$ cat config.mk
export PLATFORM = sky130hd
export DESIGN_NAME = vu_vxu_cmdq_buffer
export DESIGN_NICKNAME = d
export VERILOG_FILES = /design/src/rtl/vu_vxu_pkg.sv /design/src/rtl/vu_queue.sv /design/src/rtl/vu_vxu_cmdq_buffer.sv
export SDC_FILE = /design/constraint.sdc
export NUM_CORES = 1
export LEC_CHECK = 0
export CAP_MARGIN = 25
export CORE_ASPECT_RATIO = 0.6
export CORE_MARGIN = 2
export CORE_UTILIZATION = 54
export DETAILED_ROUTE_END_ITERATION = 7
export GPL_ROUTABILITY_DRIVEN = 0
export PLACE_DENSITY = 0.81
export SYNTH_ARGS = -nofsm -noshare
export SYNTH_HDL_FRONTEND = slang
export SYNTH_HIERARCHICAL = 1
export SYNTH_SLANG_ARGS = --single-unit
export TNS_END_PERCENT = 100
$ cat constraint.sdc
create_clock -name clk -period 2.2 [get_ports clk]
set_input_delay 0.55 -clock clk [delete_from_list [all_inputs] [get_ports clk]]
set_output_delay 0.55 -clock clk [all_outputs]
set_load 0.01 [all_outputs]
$ cat src/rtl/vu_vxu_pkg.sv
// Shared VXU definitions: command/immediate queue widths and the command field layout.
package vu_vxu_pkg;

  localparam int VXU_CMD_W = 20;
  localparam int VXU_IMM_W = 64;

  // Command word layout as decoded by the issue stage; widths sum to VXU_CMD_W.
  localparam int VXU_CMD_OP_W = 8;
  localparam int VXU_CMD_VD_W = 6;
  localparam int VXU_CMD_VS_W = 6;

  typedef struct packed {
    logic [VXU_CMD_OP_W-1:0] op;
    logic [VXU_CMD_VD_W-1:0] vd;
    logic [VXU_CMD_VS_W-1:0] vs;
  } vxu_cmd_t;

endpackage

$ cat src/rtl/vu_queue.sv
// Generic registered FIFO with separate occupancy count and single-cycle flush.
module vu_queue #(
  parameter int WIDTH = 8,
  parameter int DEPTH = 8,
  localparam int PTR_W = $clog2(DEPTH),
  localparam int CNT_W = $clog2(DEPTH + 1)
) (
  input  logic             clk_i,
  input  logic             rst_ni,
  input  logic             flush_i,
  input  logic             enq_val_i,
  output logic             enq_rdy_o,
  input  logic [WIDTH-1:0] enq_bits_i,
  output logic             deq_val_o,
  input  logic             deq_rdy_i,
  output logic [WIDTH-1:0] deq_bits_o,
  output logic [CNT_W-1:0] count_o
);

  // Handshake: a transfer happens on a rising edge where val & rdy are both 1.
  // rdy and val depend only on the registered count, never on the partner's
  // val/rdy, so a full queue refuses an enqueue even while it is being drained.
  logic [WIDTH-1:0] mem_q [DEPTH];
  logic [PTR_W-1:0] wr_ptr_q, wr_ptr_d;
  logic [PTR_W-1:0] rd_ptr_q, rd_ptr_d;
  logic [CNT_W-1:0] cnt_q, cnt_d;
  logic             enq_fire;
  logic             deq_fire;

  assign enq_rdy_o  = (cnt_q < CNT_W'(DEPTH));
  assign deq_val_o  = (cnt_q != '0);
  assign deq_bits_o = mem_q[rd_ptr_q];
  assign count_o    = cnt_q;

  assign enq_fire = enq_val_i & enq_rdy_o;
  assign deq_fire = deq_rdy_i & deq_val_o;

  always_comb begin
    wr_ptr_d = wr_ptr_q;
    rd_ptr_d = rd_ptr_q;
    cnt_d    = cnt_q;
    if (flush_i) begin
      wr_ptr_d = '0;
      rd_ptr_d = '0;
      cnt_d    = '0;
    end else begin
      if (enq_fire) wr_ptr_d = wr_ptr_q + PTR_W'(1);
      if (deq_fire) rd_ptr_d = rd_ptr_q + PTR_W'(1);
      if (enq_fire && !deq_fire) begin
        cnt_d = cnt_q + CNT_W'(1);
      end else if (!enq_fire && deq_fire) begin
        cnt_d = cnt_q - CNT_W'(1);
      end
    end
  end

  always_ff @(posedge clk_i or negedge rst_ni) begin
    if (!rst_ni) begin
      wr_ptr_q <= '0;
      rd_ptr_q <= '0;
      cnt_q    <= '0;
    end else begin
      wr_ptr_q <= wr_ptr_d;
      rd_ptr_q <= rd_ptr_d;
      cnt_q    <= cnt_d;
    end
  end

  // Storage is cleared on reset so the head bits are never X while empty.
  always_ff @(posedge clk_i or negedge rst_ni) begin
    if (!rst_ni) begin
      for (int i = 0; i < DEPTH; i++) mem_q[i] <= '0;
    end else if (enq_fire && !flush_i) begin
      mem_q[wr_ptr_q] <= enq_bits_i;
    end
  end

endmodule

$ cat src/rtl/vu_vxu_cmdq_buffer.sv
// Command and immediate decoupling queues in front of the VXU issue stage.
module vu_vxu_cmdq_buffer
  import vu_vxu_pkg::*;
#(
  parameter int CMD_W     = VXU_CMD_W,
  parameter int IMM_W     = VXU_IMM_W,
  parameter int CMD_DEPTH = 8,
  parameter int IMM_DEPTH = 8
) (
  input  logic                           clk,
  input  logic                           reset,
  input  logic                           flush,
  input  logic [CMD_W-1:0]               enq_cmd_bits,
  input  logic                           enq_cmd_val,
  output logic                           enq_cmd_rdy,
  input  logic [IMM_W-1:0]               enq_imm_bits,
  input  logic                           enq_imm_val,
  output logic                           enq_imm_rdy,
  output logic [CMD_W-1:0]               vxu_cmdq_bits,
  output logic                           vxu_cmdq_val,
  input  logic                           vxu_cmdq_rdy,
  output logic [IMM_W-1:0]               vxu_immq_bits,
  output logic                           vxu_immq_val,
  input  logic                           vxu_immq_rdy,
  output logic [$clog2(CMD_DEPTH+1)-1:0] cmdq_cnt,
  output logic [$clog2(IMM_DEPTH+1)-1:0] immq_cnt,
  output logic                           idle
);

  vu_queue #(.WIDTH(CMD_W), .DEPTH(CMD_DEPTH)) u_cmdq (
    .clk_i      (clk),
    .rst_ni     (reset),
    .flush_i    (flush),
    .enq_val_i  (enq_cmd_val),
    .enq_rdy_o  (enq_cmd_rdy),
    .enq_bits_i (enq_cmd_bits),
    .deq_val_o  (vxu_cmdq_val),
    .deq_rdy_i  (vxu_cmdq_rdy),
    .deq_bits_o (vxu_cmdq_bits),
    .count_o    (cmdq_cnt)
  );

  vu_queue #(.WIDTH(IMM_W), .DEPTH(IMM_DEPTH)) u_immq (
    .clk_i      (clk),
    .rst_ni     (reset),
    .flush_i    (flush),
    .enq_val_i  (enq_imm_val),
    .enq_rdy_o  (enq_imm_rdy),
    .enq_bits_i (enq_imm_bits),
    .deq_val_o  (vxu_immq_val),
    .deq_rdy_i  (vxu_immq_rdy),
    .deq_bits_o (vxu_immq_bits),
    .count_o    (immq_cnt)
  );

  // Fences wait on this; built from the registered counts only.
  assign idle = (cmdq_cnt == '0) && (immq_cnt == '0);

endmodule

Word-level counts from Yosys, hierarchy flattened
Cells that the tools add are included.
{ "totals": {"inputBits": 91, "word_cells": 96, "reg_bits": 692, "out_inout_bits": 97} }
{ "op_classes": {"mux": 26, "n_reduce_logical": 24, "order_cmp": 8, "addsub": 8, "n_bitwise": 8} }
{ "ops": {"columns": ["cell", "count"], "rows": [
  ["bitwise mux 512 bit", 1],
  ["binary-select mux 64 bit (select 3 bit)", 1],
  ["demux 64 bit (select 3 bit)", 1],
  ["2-to-1 mux 64 bit", 3],
  ["bitwise mux 160 bit", 1],
  ["binary-select mux 20 bit (select 3 bit)", 1],
  ["demux 20 bit (select 3 bit)", 1],
  ["2-to-1 mux 20 bit", 3],
  ["2-to-1 mux 3 bit", 8],
  ["2-to-1 mux 4 bit", 6],
  ["greater-or-equal comparator 4 bit (second input constant)", 4],
  ["inverter 3 -> 4 bit", 4],
  ["adder 3 x 1 -> 3 bit (second input constant)", 4],
  ["logical AND 1 bit", 9],
  ["adder 4 x 1 -> 4 bit (second input constant)", 2],
  ["zero test 4 bit", 2],
  ["less-than comparator 4 x 1 -> 1 bit (second input constant)", 2],
  ["less-than comparator 4 bit (second input constant)", 2],
  ["nonzero test 2 bit", 4],
  ["nonzero test 4 bit", 2],
  ["subtractor 4 x 1 -> 4 bit (second input constant)", 2],
  ["nonzero test 3 bit", 2],
  ["zero test 1 bit", 5],
  ["AND 1 bit", 4]
]} }

Logic depth before layout (Yosys ltp)
Gate-level depths: netlist (run 1).
{ "depth": {"depth_word": 7, "depth_mapped": 8, "mapped_depth_nobuf": 7} }

By module
The synthesis (run 1) kept the hierarchy.
{ "by_module_without_submodules": {"columns": ["mod", "area_each_um2", "cells_per_inst", "seq_area_each_um2", "instances"], "rows": [
  ["vu_queue (u_immq)", 23327.4, 1372, 13062.5, 1],
  ["vu_queue (u_cmdq)", 7811.2, 484, 4254.1, 1],
  ["vu_vxu_cmdq_buffer", 18.8, 3, 0.0, 1]
]} }

Worst setup path after synthesis (run 1)
No wires, ideal clock.
{ "synth_timing": {"path_type": "flip-flop to output port", "from": "reg u_immq.rd_ptr_q[0]", "to": "out vxu_immq_bits[44]", "n_path_buf": 2, "slack_ns": -0.143, "arrival_ns": 1.793, "t_required_ns": 1.650, "stages_incl_launch_ff": 5, "cell_sequence": "dfrtp_1 buf_2 buf_2 mux4_2 mux2_2"} }
{ "synth_via": {"elab_chain_len": 4} }
{ "synth_rtl": {"columns": ["element", "line_no", "rtl"], "rows": [
  ["start: declaration", "vu_queue.sv:25", "logic [PTR_W-1:0] rd_ptr_q, rd_ptr_d;"],
  ["start signal: assignment", "vu_queue.sv:64", "rd_ptr_q <= rd_ptr_d;"],
  ["inverter 3 -> 4 bit (implied by the code)", "vu_queue.sv:32", "assign deq_bits_o = mem_q[rd_ptr_q];"],
  ["binary-select mux 64 bit (select 3 bit)", "vu_queue.sv:32", null],
  ["2-to-1 mux 64 bit (implied by the code) (2 in a row)", "vu_queue.sv:32", null],
  ["end: declaration", "vu_vxu_cmdq_buffer.sv:22", "output logic [IMM_W-1:0] vxu_immq_bits,"]
]} }
Every way passes these cells. The select of a mux whose other input is x is not followed.

Final worst setup path (run 1)
{ "layout_timing": {"from": "reg u_immq.rd_ptr_q[0]", "to": "out vxu_immq_bits[24]"} }
Same word-level chain as after synthesis.

==> results_dict.tcl, run 1 <==
set metrics [dict create \
    outcome "finished, violations left" \
    violations "setup timing" \
    combPwrFrac_pct 39.9 \
    ant_nets 0 \
    use_met1_pct 36.8 \
    rsz0062_at_grt "true" \
    setup_violations 87 \
    clock_latency_ns 0.62 \
    p_sw_mw 14.1 \
    critPathKind "register to output port" \
    layout_commonest_cell "dfrtp_1" \
    cts_tree "done" \
    rows 68 \
    cp_slowest_stage_delay_ns 0.52 \
    final_cell_mix "686 x dfrtp_1, 521 x mux2_2, 168 x mux4_2, 160 x mux2_1, 118 x buf_6" \
    cp_common_cell "buf_12" \
    stdcell_count 3049 \
    synth-xor-area-share_pct 0.305 \
    synth_top_area_share_pct 55.6 \
    fin_area_um2 39300 \
    dieArea_um2 59700 \
    path_cells "buf_12, buf_12, buf_12, mux4_2, mux2_4, buf_6" \
    postSynthAreaPerCell_um2 16.8 \
    place_area_um2 35400 \
    antenna_found_initial 2 \
    timing.final.ws_setup_ns -0.848 \
    synth-seq-cells 692 \
    clkPwrFrac_pct 23.9 \
    io_buffers 187 \
    initial_core_util_pct 54.4 \
    drt_pass1_iterations 5 \
    finalCriticalPeriod_ns 3.05 \
    synth_top_family_by_area "multiplexers" \
    track_usage_pct 25.5 \
    nNetsFinal 2329 \
    grt_max_degree 88 \
    powerDensity_nw_per_um2 1260 \
    cp_top_family "multiplexers" \
    relSlewSlack_pct 68.8 \
    p_leak_nw 18.5 \
    synth_seq_area_share_pct 55.6 \
    wl_per_cell_um 24.4 \
    worstPathArrival_ns 2.50 \
    synthSimpleGateAreaFrac_pct 1.28 \
    cpMaxStageDelayCell "mux4_2" \
    drc 0 \
    use_met3_pct 4.71 \
    num-fill-cells 3595 \
    vias_per_cell 5.90 \
    clk_pin_slew_ns 0.07 \
    syn_area_um2 31200 \
    max_freq_mhz 328 \
    yosys.area.top_type "dfrtp_1" \
    endpoint_kind "output port" \
    drt-initial-drc-count 1008 \
    hold_viol_final 0 \
    cts_root_buf "clkbuf_16" \
    wirelength_um 74500 \
    dp_cells 2847 \
    internal_power_mw 35.4 \
    syn_to_final_growth_pct 26.1 \
    die_width_um 314 \
    ir_worst_vdd_uv 781 \
    muxShareOfSynthArea_pct 39.9 \
    vias 18000 \
    synthAdderAreaFrac_pct 0.450 \
    met2_usage_pct 40.5 \
    clockBufferDepth 3 \
    synth_cells 1859 \
    grt-ovfl-total 0 \
    tightest_slew_ns 0.468 \
    ys_types 45 \
    mappedNetlistNets 1960 \
    critPathLaunchType "register" \
    worstSetupStartpoint "u_immq/rd_ptr_q[0]" \
    first_global_vias 19700 \
    busiest_layer "met2" \
    holdCritPathClass "input port to asynchronous set/reset pin" \
    yosys_warnings 6 \
    p_sw_share_pct 28.5 \
    synth_compound_area_share_pct 0.470 \
    crit_buf_inv 4 \
    cp_max_fo 8 \
    seqPwrFrac_pct 36.3 \
    synth_area_leaders "dfrtp_1 56%, mux2_2 22%, mux4_2 12%, mux2_1 5.8%, buf_2 1.0%" \
    core_um2 57300 \
    slew_violations 0 \
    cts_htree_levels 3 \
    drive_above_1_share_pct 54.1 \
    grt_pass1_wl_um 117000 \
    fin_skew_ns 0.0240 \
    hpwl_um 46000 \
    cts_buffers 67 \
    min_period_over_period_pct 139 \
    drv_cap 0 \
    io_pins 188 \
    cts.sinks 692 \
    chipHeight_um 190 \
    reg2reg_from "u_immq/count_o[2]" \
    worst_ep_required_time_ns 1.65 \
]
final timing paths:
kind	to	slack, ns	cells past startpoint
worst max-delay path	vxu_immq_bits[24]	-0.85	6
worst min-delay path	u_immq/mem_q[406]	0.46	2
min in group clk	u_cmdq/mem_q[7]	0.48	1
max in group asynchronous	u_cmdq/mem_q[80]	0.89	3
worst max register to register	u_immq/count_o[3]	0.01	8
worst min register to register	u_cmdq/mem_q[7]	0.48	1
per-layer routing:
metal / up-vias / part of all wire (%)
li1: 7739 / -
met1: 9802 / 46
met2: 340 / 49
met3: 117 / 3.9
met4: 0 / 1.9
met5: - / 0
cell families after synthesis:
kind of cell	after synthesis
buf+inv	127
xor+xnor	10
compound gates	13
flops	692
mux	935
fa+ha+maj	10
simple gates	72
cell type report:
class	instances	area (um^2)	share of cell area [%]
multi-input combinational	1040	13600	34.7
tap	770	963	2.45
timing repair buffer	417	5070	12.9
sequential	692	17300	44.1
antenna	1	2.50	0.00637
clock inverter	21	224	0.570
inverter	10	42.5	0.108
clock buffer	98	2050	5.21
repair_timing:
action                                  in CTS  in global routing
cloned                                      13                  0
endpoints found under the setup margin      94                 94
gates resized for setup                    579                 65
endpoints found under the hold margin       27                  0
pin swaps                                    3                  6
hold buffers                                 1                  0
buffers inserted                            56                 26
power groups by stage:
stage / Clock (mW) / Sequential (mW) / Combinational [mW]
CTS: 12.1 / 17.9 / 19.4
global placement: 0 / 17.8 / 15.6
finish: 11.8 / 18.0 / 19.8
global route: 12.7 / 18.3 / 20.9
detailed placement: 0 / 18.1 / 16.0
floorplan: 0 / 17.4 / 9.89
synthesized netlist by cell type (all sizes together):
cell / instances
nand3: 4
nor2b: 7
o311ai: 1
buf: 90
a21o: 1
and3b: 1
mux4: 168
fa: 2
xnor2: 3
o41ai: 2
and4bb: 1
a221oi: 1
xor2: 7
nand3b: 1
o21ai: 1
and3: 3
clkinv: 1
ha: 8
nand2: 15
nor4b: 1
a21oi: 5
and4: 2
mux2: 762
inv: 9
nor3: 1
dfrtp: 692
nor2: 26
or4: 3
nand2b: 1
or3: 4
mux2i: 5
a21boi: 1
clkbuf: 27
nor3b: 2
a2111o: 1
worst reg2reg max path, cell delays in order, from the launching register on:
cell and delay [ns]:
dfrtp_1 0.39, buf_6 0.13, buf_6 0.12, o41ai_4 0.35
nand2_2 0.16, ha_4 0.24, a21o_1 0.19, a2111o_1 0.39
o311ai_2 0.10
state kept, by name (all words and copies together), names as in the netlist:
signal / cells
u_cmdq/count_o: 4
u_immq/count_o: 4
u_immq/mem_q: 512
u_cmdq/mem_q: 160
u_immq/wr_ptr_q: 3
u_cmdq/wr_ptr_q: 3
u_cmdq/rd_ptr_q: 3
u_immq/rd_ptr_q: 3
stage by stage:
stage | TNS (ns) | hold WS (ns) | total power [mW] | util, % | setup WS (ns)
4_1_cts | -66.98 | 0.423 | 49.3 | 68.3 | -0.888
6_report | -63.76 | 0.460 | 49.5 | 68.6 | -0.848
5_1_grt | -70.13 | 0.446 | 51.8 | 68.6 | -0.929
2_1_floorplan | -4.00 | 0.254 | 27.3 | - | -0.0630
3_3_place_gp | -166.99 | 0.461 | 33.4 | 61.7 | -0.492
3_5_place_dp | -186.75 | 0.470 | 34.1 | 61.7 | -0.509
No activity file was read; power rests on OpenSTA's default activity.
==> run 2: changes to the inputs <==
--- a/config.mk
+++ b/config.mk
@@ -5,6 +5,7 @@
 export SDC_FILE = /design/constraint.sdc
 export NUM_CORES = 1
 export LEC_CHECK = 0
+export ABC_CLOCK_PERIOD_IN_PS = 2200
 export CAP_MARGIN = 25
 export CORE_ASPECT_RATIO = 0.6
 export CORE_MARGIN = 2
==> results of run 2 <==
No change in the layout: final DEF, timing and power equal those of run 1.
==> run 3: changes to the inputs <==
--- a/config.mk
+++ b/config.mk
@@ -5,7 +5,7 @@
 export SDC_FILE = /design/constraint.sdc
 export NUM_CORES = 1
 export LEC_CHECK = 0
-export ABC_CLOCK_PERIOD_IN_PS = 2200
+export ABC_CLOCK_PERIOD_IN_PS = 2500
 export CAP_MARGIN = 25
 export CORE_ASPECT_RATIO = 0.6
 export CORE_MARGIN = 2
==> constraint.sdc (replaced) <==
create_clock -name clk -period 2.5 [get_ports clk]
set_input_delay 0.625 -clock clk [delete_from_list [all_inputs] [get_ports clk]]
set_output_delay 0.625 -clock clk [all_outputs]
set_load 0.01 [all_outputs]
==> results_dict.tcl, run 3 (synthesis results as in run 1) <==
set metrics [dict create \
    outcome "finished, violations left" \
    violations "setup timing" \
    seqPwrFrac_pct 37.4 \
    place_area_um2 35200 \
    grt-ovfl-total 0 \
    drt-initial-drc-count 918 \
    worstPathArrival_ns 2.49 \
    p_leak_nw 18.1 \
    multi_input_area_um2 13500 \
    track_usage_pct 25.6 \
    rows 68 \
    cp_max_fo 9 \
    cp_top_family "multiplexers" \
    setup_violations 85 \
    grt_pass1_wl_um 118000 \
    worst_ep_required_time_ns 1.88 \
    first_global_vias 19800 \
    drv_cap 0 \
    wirelength_um 74200 \
    die_width_um 314 \
    path_cells "buf_12, bufbuf_16, mux4_2, mux2_2, buf_6" \
    num-fill-cells 3700 \
    fin_area_um2 38500 \
    ff2ff_setup_slack_ns 0.13 \
    wl_per_cell_um 24.7 \
    core_um2 57300 \
    max_freq_mhz 321 \
    chipHeight_um 190 \
    powerDensity_nw_per_um2 1100 \
    layout_commonest_cell "dfrtp_1" \
    vias_per_cell 5.94 \
    cts_tree "done" \
    timing.final.ws_setup_ns -0.611 \
    clockBufferDepth 3 \
    ir_worst_vdd_uv 673 \
    clk_pin_slew_ns 0.07 \
    io_buffers 187 \
    hold_viol_final 0 \
    reg_top3 "u_immq/mem_q: 512 flops, u_cmdq/mem_q: 160 flops" \
    largest_reg_flops 512 \
    min_period_over_period_pct 124 \
    holdCritPathClass "register to register" \
    crit_buf_inv 3 \
    syn_to_final_growth_pct 23.7 \
    finalSetupTns_ns -44.72 \
    relSlewSlack_pct 66.9 \
    endpoint_kind "output port" \
    fin_skew_ns 0.0322 \
    finalCriticalPeriod_ns 3.11 \
    hpwl_um 46400 \
    clkPwrFrac_pct 24.0 \
    critPathLaunchType "register" \
    cts_root_buf "clkbuf_16" \
    internal_power_mw 30.2 \
    initial_core_util_pct 54.4 \
    drt_pass1_iterations 7 \
    final_cell_mix "683 x dfrtp_1, 533 x mux2_2, 168 x mux4_2, 160 x mux2_1, 95 x clkdlybuf4s50_1" \
    cpMaxStageDelayCell "mux4_2" \
    drc 0 \
    dieArea_um2 59700 \
    vias 17800 \
    rsz0062_at_grt "true" \
    drive_above_1_share_pct 52.9 \
    cts_buffers 61 \
    cts_htree_levels 2 \
    grt_max_degree 96 \
    largest_register "u_immq/mem_q" \
    antenna_found_initial 4 \
    total_power_mw 42.3 \
    io_pins 188 \
    cp_slowest_stage_delay_ns 0.51 \
    p_sw_share_pct 28.7 \
    ant_nets 0 \
    cts.sinks 692 \
    nNetsFinal 2279 \
    slew_violations 0 \
    critPathKind "register to output port" \
    tightest_slew_ns 0.496 \
    clock_latency_ns 0.66 \
    regArea_um2 17300 \
    p_sw_mw 12.2 \
    combPwrFrac_pct 38.6 \
]
-- run 3: changes by cell type in the layout (fill, tap and decap cells not counted), sizes merged --
cell | before | now
buf | 317 | 269
clkbuf | 98 | 83
bufinv | 3 | 9
clkdlybuf4s50 | 90 | 95
clkinv | 13 | 17
clkinvlp | 2 | 5
dlygate4sd2 | 7 | 4
inv | 13 | 10
diode | 1 | 3
clkdlybuf4s15 | 0 | 1
dlymetal6s2s | 1 | 0
-- run 3: timing repair --
item / 4_1_cts / 5_1_grt
gates cloned: 9 / 2
hold buffers: 1 / 0
resized for setup: 514 / 60
endpoints found under the setup margin: 89 / 87
hold endpoints to repair: 35 / 0
buffers inserted: 42 / 17
pin swaps: 2 / 5
-- run 3: path summary, 6_finish.rpt --
| path | to | depth (start not counted) | startpoint |
|---|---|---|---|
| setup / recovery | vxu_immq_bits[8] | 5 | u_immq/rd_ptr_q[0] |
| hold / removal | u_cmdq/mem_q[85] | 1 | u_cmdq/mem_q[85] |
| setup reg to reg | u_immq/count_o[3] | 8 | u_immq/count_o[3] |
| hold reg to reg | u_cmdq/mem_q[85] | 1 | u_cmdq/mem_q[85] |
| max in group asynchronous | u_immq/mem_q[429] | 3 | reset |
| min in group asynchronous | u_cmdq/mem_q[31] | 2 | reset |
-- run 3: stage by stage --
stage          hold slack [ns]  instances  worst slack (ns)  util (%)
6_report                 0.486       3000            -0.611      67.3
4_1_cts                  0.488       2991            -0.734      67.0
3_5_place_dp             0.471       2827            -0.280      61.5
3_3_place_gp             0.461       2827            -0.266      61.5
5_1_grt                  0.498       3000            -0.666      67.3
2_1_floorplan            0.329       1859            0.0816         -
-- run 3: metal layers --
layer | global-route usage (%) | up-vias | wire length [um]
li1 | - | 7634 | -
met1 | 37.5 | 9772 | 34500
met2 | 40.6 | 325 | 35600
met3 | 3.90 | 101 | 2630
met4 | 6.48 | 0 | 1440
met5 | 0 | - | 0
-- run 3: area by class of cell --
cell class              instances  share of cell area, %
clock buffers                  81                   4.49
inverters                      10                  0.101
repair buffers                373                   11.7
diodes                          3                 0.0195
flip-flops and latches        692                   45.0
well taps                     770                   2.50
multi-input cells            1040                   35.1
clock inverters                31                   1.15
-- run 3: worst reg2reg max path, stage by stage, from the launching register on --
cell and delay, ns:
dfrtp_1 0.41, buf_4 0.17, buf_4 0.17, o41ai_4 0.35, nand2_1 0.13, ha_1 0.28, a21o_1 0.19, a2111o_1 0.41
o311ai_0 0.13
-- run 3: power by group through the flow --
stage | Sequential (mW) | Combinational [mW] | Clock, mW
final | 15.8 | 16.3 | 10.2
after global routing | 16.1 | 17.3 | 10.8
after CTS | 15.8 | 16.0 | 10.4
after detailed placement | 16.0 | 14.1 | 0
after global placement | 15.7 | 13.7 | 0
after floorplan | 15.3 | 8.69 | 0
==> patch 1, RTL diff (config.mk and constraints of run 2) <==
Register the output `immq_cnt`, without a reset; this adds one clock of latency there. The other outputs are not delayed to match.
--- a/src/rtl/vu_vxu_cmdq_buffer.sv
+++ b/src/rtl/vu_vxu_cmdq_buffer.sv
@@ -27,6 +27,8 @@
   output logic                           idle
 );
 
+  logic [$clog2(IMM_DEPTH+1)-1:0] immq_cnt_d;
+
   vu_queue #(.WIDTH(CMD_W), .DEPTH(CMD_DEPTH)) u_cmdq (
     .clk_i      (clk),
     .rst_ni     (reset),
@@ -50,11 +52,15 @@
     .deq_val_o  (vxu_immq_val),
     .deq_rdy_i  (vxu_immq_rdy),
     .deq_bits_o (vxu_immq_bits),
-    .count_o    (immq_cnt)
+    .count_o    (immq_cnt_d)
   );
 
   // Fences wait on this; built from the registered counts only.
-  assign idle = (cmdq_cnt == '0) && (immq_cnt == '0);
+  assign idle = (cmdq_cnt == '0) && (immq_cnt_d == '0);
+
+  always_ff @(posedge clk) begin
+      immq_cnt <= immq_cnt_d;
+  end
 
 endmodule
 
Function: changed (Yosys sat finds a counterexample within 4 cycles, from zero or initial values and one cycle with reset low).
==> patch 1 against run 2 <==
The run still ends with setup timing left; synthesized area grew 0.26%; final cell count is essentially flat; total power shrank 2.4%; worst setup slack lost 0.12 ns; sequential cell count grew 4; sequential share of layout area grew 0.48 points; routed wire length grew 1.1%; fmax shrank 3.8%; via count grew 0.10%; final area shrank 0.62%; critical path type unchanged; largest power group unchanged.
==> patch 1: results (changes against run 2) <==
* Synth cell types at 46 (was 45)
* Clk_lat worst skew at 0.65 ns (was 0.62 ns)
* Post-synth ARST share at 0.9943 (was 1.000)
* Via count at 18016 (was 17998)
* Antenna violations before repair at 3 (was 2)
* Wl on met1 at 34740 um (was 33970 um)
* Global-route wire length before repair at 117200 um (was 116500 um)
* Final #Nets at 2330 (was 2329)
* Compound-gate portion of the synthesized area at 0.004686 (was 0.004698)
* Static leakage at 18.38 nW (was 18.51 nW)
* Inserted Clock Buffers at 61 (was 67)
* Drt first-iter violations at 1242 (was 1008)
* Failing checks: setup timing (unchanged)
* Final WL at 75320 um (was 74480 um)
* VDD IR max at 0.7405 mV (was 0.7808 mV)
* Ranking of synthesized cells by area: dfrtp_1 55%, mux2_2 22%, mux4_2 12%, mux2_1 5.8%, buf_2 0.99% (was dfrtp_1 56%, mux2_2 22%, mux4_2 12%, mux2_1 5.8%, buf_2 1.0%)
* Postcts setup bufs at 37 (was 56)
* CTS-repair resized insts at 309 (was 579)
* Total GRT Usage at 0.2550 (was 0.2546)
* Placed inst area at 35540 um^2 (was 35350 um^2)
* Worst clock skew at 0.01660 ns (was 0.02398 ns)
* Status: finished, violations left (unchanged)
* Synth Area in XOR/XNOR at 0.003044 (was 0.003052)
* Worst Path Arrival at 2.62 ns (was 2.50 ns)
* # setup viols final at 87 (unchanged)
* Worst reg2reg setup slack at 0.03 ns (was 0.01 ns)
* Mux cell area share after synthesis at 0.3978 (was 0.3988)
* HPWL after detailed placement at 46840 um (was 45980 um)
* Worst hold slack at 0.4198 ns (was 0.4604 ns)
* CP max-delay cell: dfrtp_4 (was mux4_2)
* Setup WS pre-CTS at -0.5032 ns (was -0.5085 ns)
* Vias in the first global route at 19658 (was 19746)
* CTS HTree Levels at 2 (was 3)
* Post-Synth Adder-Cell Area at 0.004486 (was 0.004498)
* Met2 Wirelength at 35610 um (was 36190 um)
* Slack of the critical path at -0.9689 ns (was -0.8483 ns)
* Max FO, Critical Path at 6 (was 8)
* Setup TNS at -70.48 ns (was -63.76 ns)
* Max incr delay on CP at 0.55 ns (was 0.52 ns)
## patch 1: path summary, 6_finish.rpt
kind,end,cells past startpoint
hold / removal,u_cmdq/mem_q[118],2
setup reg to reg,u_immq/count_o[3],8
setup / recovery,vxu_immq_bits[1],7
hold reg to reg,u_cmdq/mem_q[2],1
min in group clk,u_cmdq/mem_q[2],1
max in group asynchronous,u_immq/mem_q[478],3
## patch 1: layer usage
metal | global-route usage | up-vias
met2 | 0.3977 | 369
met1 | 0.3748 | 9798
met4 | 0.07051 | 0
met5 | 0 | -
met3 | 0.04154 | 103
li1 | - | 7746
## patch 1: power groups by stage
stage / clock network [mW] / registers, mW / logic (mW)
3_3_place_gp: 0 / 17.9 / 15.8
6_report: 11.0 / 18.1 / 19.3
4_1_cts: 11.2 / 18.0 / 17.7
3_5_place_dp: 0 / 18.2 / 16.3
5_1_grt: 11.8 / 18.5 / 20.5
2_1_floorplan: 0 / 17.5 / 9.89
## patch 1: stage by stage
stage	utilization	cells
5_1_grt	0.6808	3049
3_3_place_gp	0.6198	2848
3_5_place_dp	0.6198	2848
6_report	0.6809	3052
4_1_cts	0.6677	3002
2_1_floorplan	-	1863
## patch 1: layout make-up
class	count	area (um^2)
diodes	5	12.51
clock buffers	90	1836
clock inverters	21	217.7
fillers	3699	18300
inverters	10	38.79
multi-input cells	1040	13540
flip-flops and latches	696	17410
well taps	770	963.4
repair buffers	420	5029
## patch 1: kinds of logic after synthesis
logic type / Yosys count
AND/OR/NAND/NOR: 72
XOR/XNOR: 10
multiplexers: 935
AO/OA/AOI/OAI: 13
buffers and inverters: 127
flip-flops: 696
adder cells (fa/ha/maj): 10
==> patch 2, RTL diff (flow settings as in run 2) <==
Made on the original files. Change the parameter `IMM_DEPTH` from 8 to 4.
--- a/src/rtl/vu_vxu_cmdq_buffer.sv
+++ b/src/rtl/vu_vxu_cmdq_buffer.sv
@@ -5,7 +5,7 @@
   parameter int CMD_W     = VXU_CMD_W,
   parameter int IMM_W     = VXU_IMM_W,
   parameter int CMD_DEPTH = 8,
-  parameter int IMM_DEPTH = 8
+  parameter int IMM_DEPTH = 4
 ) (
   input  logic                           clk,
   input  logic                           reset,
Ports: changed (resized immq_cnt); port bits go from 188 to 187. No check against the original RTL was run, so the function may have changed too.
==> patch 2 against run 2 <==
The flow still finishes with violations (setup timing); clock power fell by 39%; routed wire length fell by 37%; clock skew rose by 0.0059 ns; critical path depth did not move; sequential cell count fell by 259; sequential power fell by 31%; final area fell by 34%; die area fell by 34%; synthesized area fell by 35%; final cell count fell by 34%; total power fell by 33%; worst setup slack improved by 0.24 ns.
==> patch 2: results (changes against run 2) <==
* Met1 Track Usage GR at 0.3618 (was 0.3681)
* VDD IR max at 0.8689 mV (was 0.7808 mV)
* Diode count at 0 (was 1)
* Static leakage at 11.74 nW (was 18.51 nW)
* Met3 usage at 0.04544 (was 0.04709)
* Inserted Clock Buffers at 41 (was 67)
* Layout cells sized above 1 at 0.5811 (was 0.5413)
* Post-synthesis sequential area ratio at 0.5336 (was 0.5558)
* Final #Nets at 1570 (was 2329)
* Clk power at 7.17 mW (was 11.8 mW)
* Setup TNS at -33.14 ns (was -63.76 ns)
* Compound-gate portion of the synthesized area at 0.007949 (was 0.004698)
* Slew margin rel. at 0.6961 (was 0.6880)
* CP startpoint: u_cmdq/rd_ptr_q[0] (was u_immq/rd_ptr_q[0])
* Grt met2 use at 0.3797 (was 0.4049)
* Seq power at 12.5 mW (was 18.0 mW)
* Post-Synth Adder-Cell Area at 0.006901 (was 0.004498)
* Ranking of synthesized cells by area: dfrtp_1 53%, mux2_2 14%, mux2_4 13%, mux4_2 12%, buf_12 1.8% (was dfrtp_1 56%, mux2_2 22%, mux4_2 12%, mux2_1 5.8%, buf_2 1.0%)
* Mux cell area share after synthesis at 0.3931 (was 0.3988)
* Clk slew on worst S/H paths at 0.06 ns
* CTS HTree Levels at 2 (was 3)
* Drt pass-1 iters at 4 (was 5)
* Syn Inst Count at 1162 (was 1859)
* Met2 Wirelength at 21950 um (was 36190 um)
* Filler instances at 2311 (was 3595)
* Antenna violations before repair at 0 (was 2)
* Global-route wire length before repair at 74400 um (was 116500 um)
* Worst clock skew at 0.02986 ns (was 0.02398 ns)
* Status: finished, violations left (unchanged)
* Reg2reg start: u_cmdq/count_o[0] (was u_immq/count_o[2])
* Final WL at 46850 um (was 74480 um)
* Drt first-iter violations at 633 (was 1008)
* Worst Path Arrival at 2.26 ns (was 2.50 ns)
* Metal3 WL at 2242 um (was 2870 um)
* Synth top cells by count: 433 x dfrtp_1, 259 x mux2_2, 180 x mux2_4, 104 x mux4_2, 26 x buf_2 (was 692 x dfrtp_1, 599 x mux2_2, 168 x mux4_2, 160 x mux2_1, 62 x buf_2)
* Via count at 11406 (was 17998)
* Clk_lat worst skew at 0.55 ns (was 0.62 ns)
* Largest net degree at the start of global routing at 57 (was 88)
* Max FO, Critical Path at 6 (was 8)
* Total GRT Usage at 0.2441 (was 0.2546)
* Failing checks: setup timing (unchanged)
* Synth Area in XOR/XNOR at 0.004683 (was 0.003052)
* Synth cell types at 46 (was 45)
* HPWL after detailed placement at 29690 um (was 45980 um)
* Synthesized net count at 1263 (was 1960)
* Slack of the critical path at -0.6052 ns (was -0.8483 ns)
* Switching power at 9.467 mW (was 14.11 mW)
* Wl on met1 at 21810 um (was 33970 um)
* Routed wire per std cell at 23.39 um (was 24.43 um)
* Port Buf Inserts at 186 (was 187)
* # setup viols final at 86 (was 87)
==> patch 2: cell types whose count changed after synthesis, moves of 11 or more <==
cell,change
mux2_2,-340
dfrtp_1,-259
buf_12,+18
buf_2,-36
buf_4,-11
mux2_1,-160
mux4_2,-64
clkbuf_1,-19
mux2_4,+177
nor2_1,-11
==> patch 2: path summary, 6_finish.rpt <==
path | slack [ns] | end | depth (start not counted)
max | -0.61 | vxu_cmdq_bits[1] | 6
min | 0.47 | u_immq/mem_q[133] | 2
max reg2reg | 0.06 | u_cmdq/count_o[3] | 7
min reg2reg | 0.50 | u_immq/mem_q[120] | 1
max in group asynchronous | 0.89 | u_cmdq/mem_q[152] | 3
min in group clk | 0.50 | u_immq/mem_q[120] | 1
==> patch 2: critical path, delay by kind of cell, from the launching register on <==
| kind | cells | cell delay (ns) |
|---|---|---|
| DFF | 1 | 0.42 |
| buffers and inverters | 4 | 0.50 |
| muxes | 2 | 0.80 |
==> patch 2: layout make-up <==
class | count | area share
timing repair buffer | 340 | 0.1590
clock inverter | 16 | 0.006405
inverter | 10 | 0.001456
tap | 504 | 0.02445
sequential | 433 | 0.4205
multi-input combinational | 643 | 0.3422
clock buffer | 57 | 0.04600
==> patch 2: timing repair <==
item / in CTS / in global routing
resized for setup: 486 / 48
endpoints found under the hold margin: 34 / 0
setup endpoints to repair: 92 / 90
buffers inserted: 32 / 16
pin swaps: 1 / 3
cloned: 9 / 0
hold buffers: 1 / 0
==> patch 2: through the flow <==
| stage | total power, mW | cell area, um^2 |
|---|---|---|
| after global placement | 23.95 | 23500 |
| final | 33.37 | 25790 |
| after detailed placement | 24.41 | 23500 |
| after floorplan | 19.55 | 20310 |
| after global routing | 35.00 | 25790 |
| after CTS | 33.04 | 25560 |
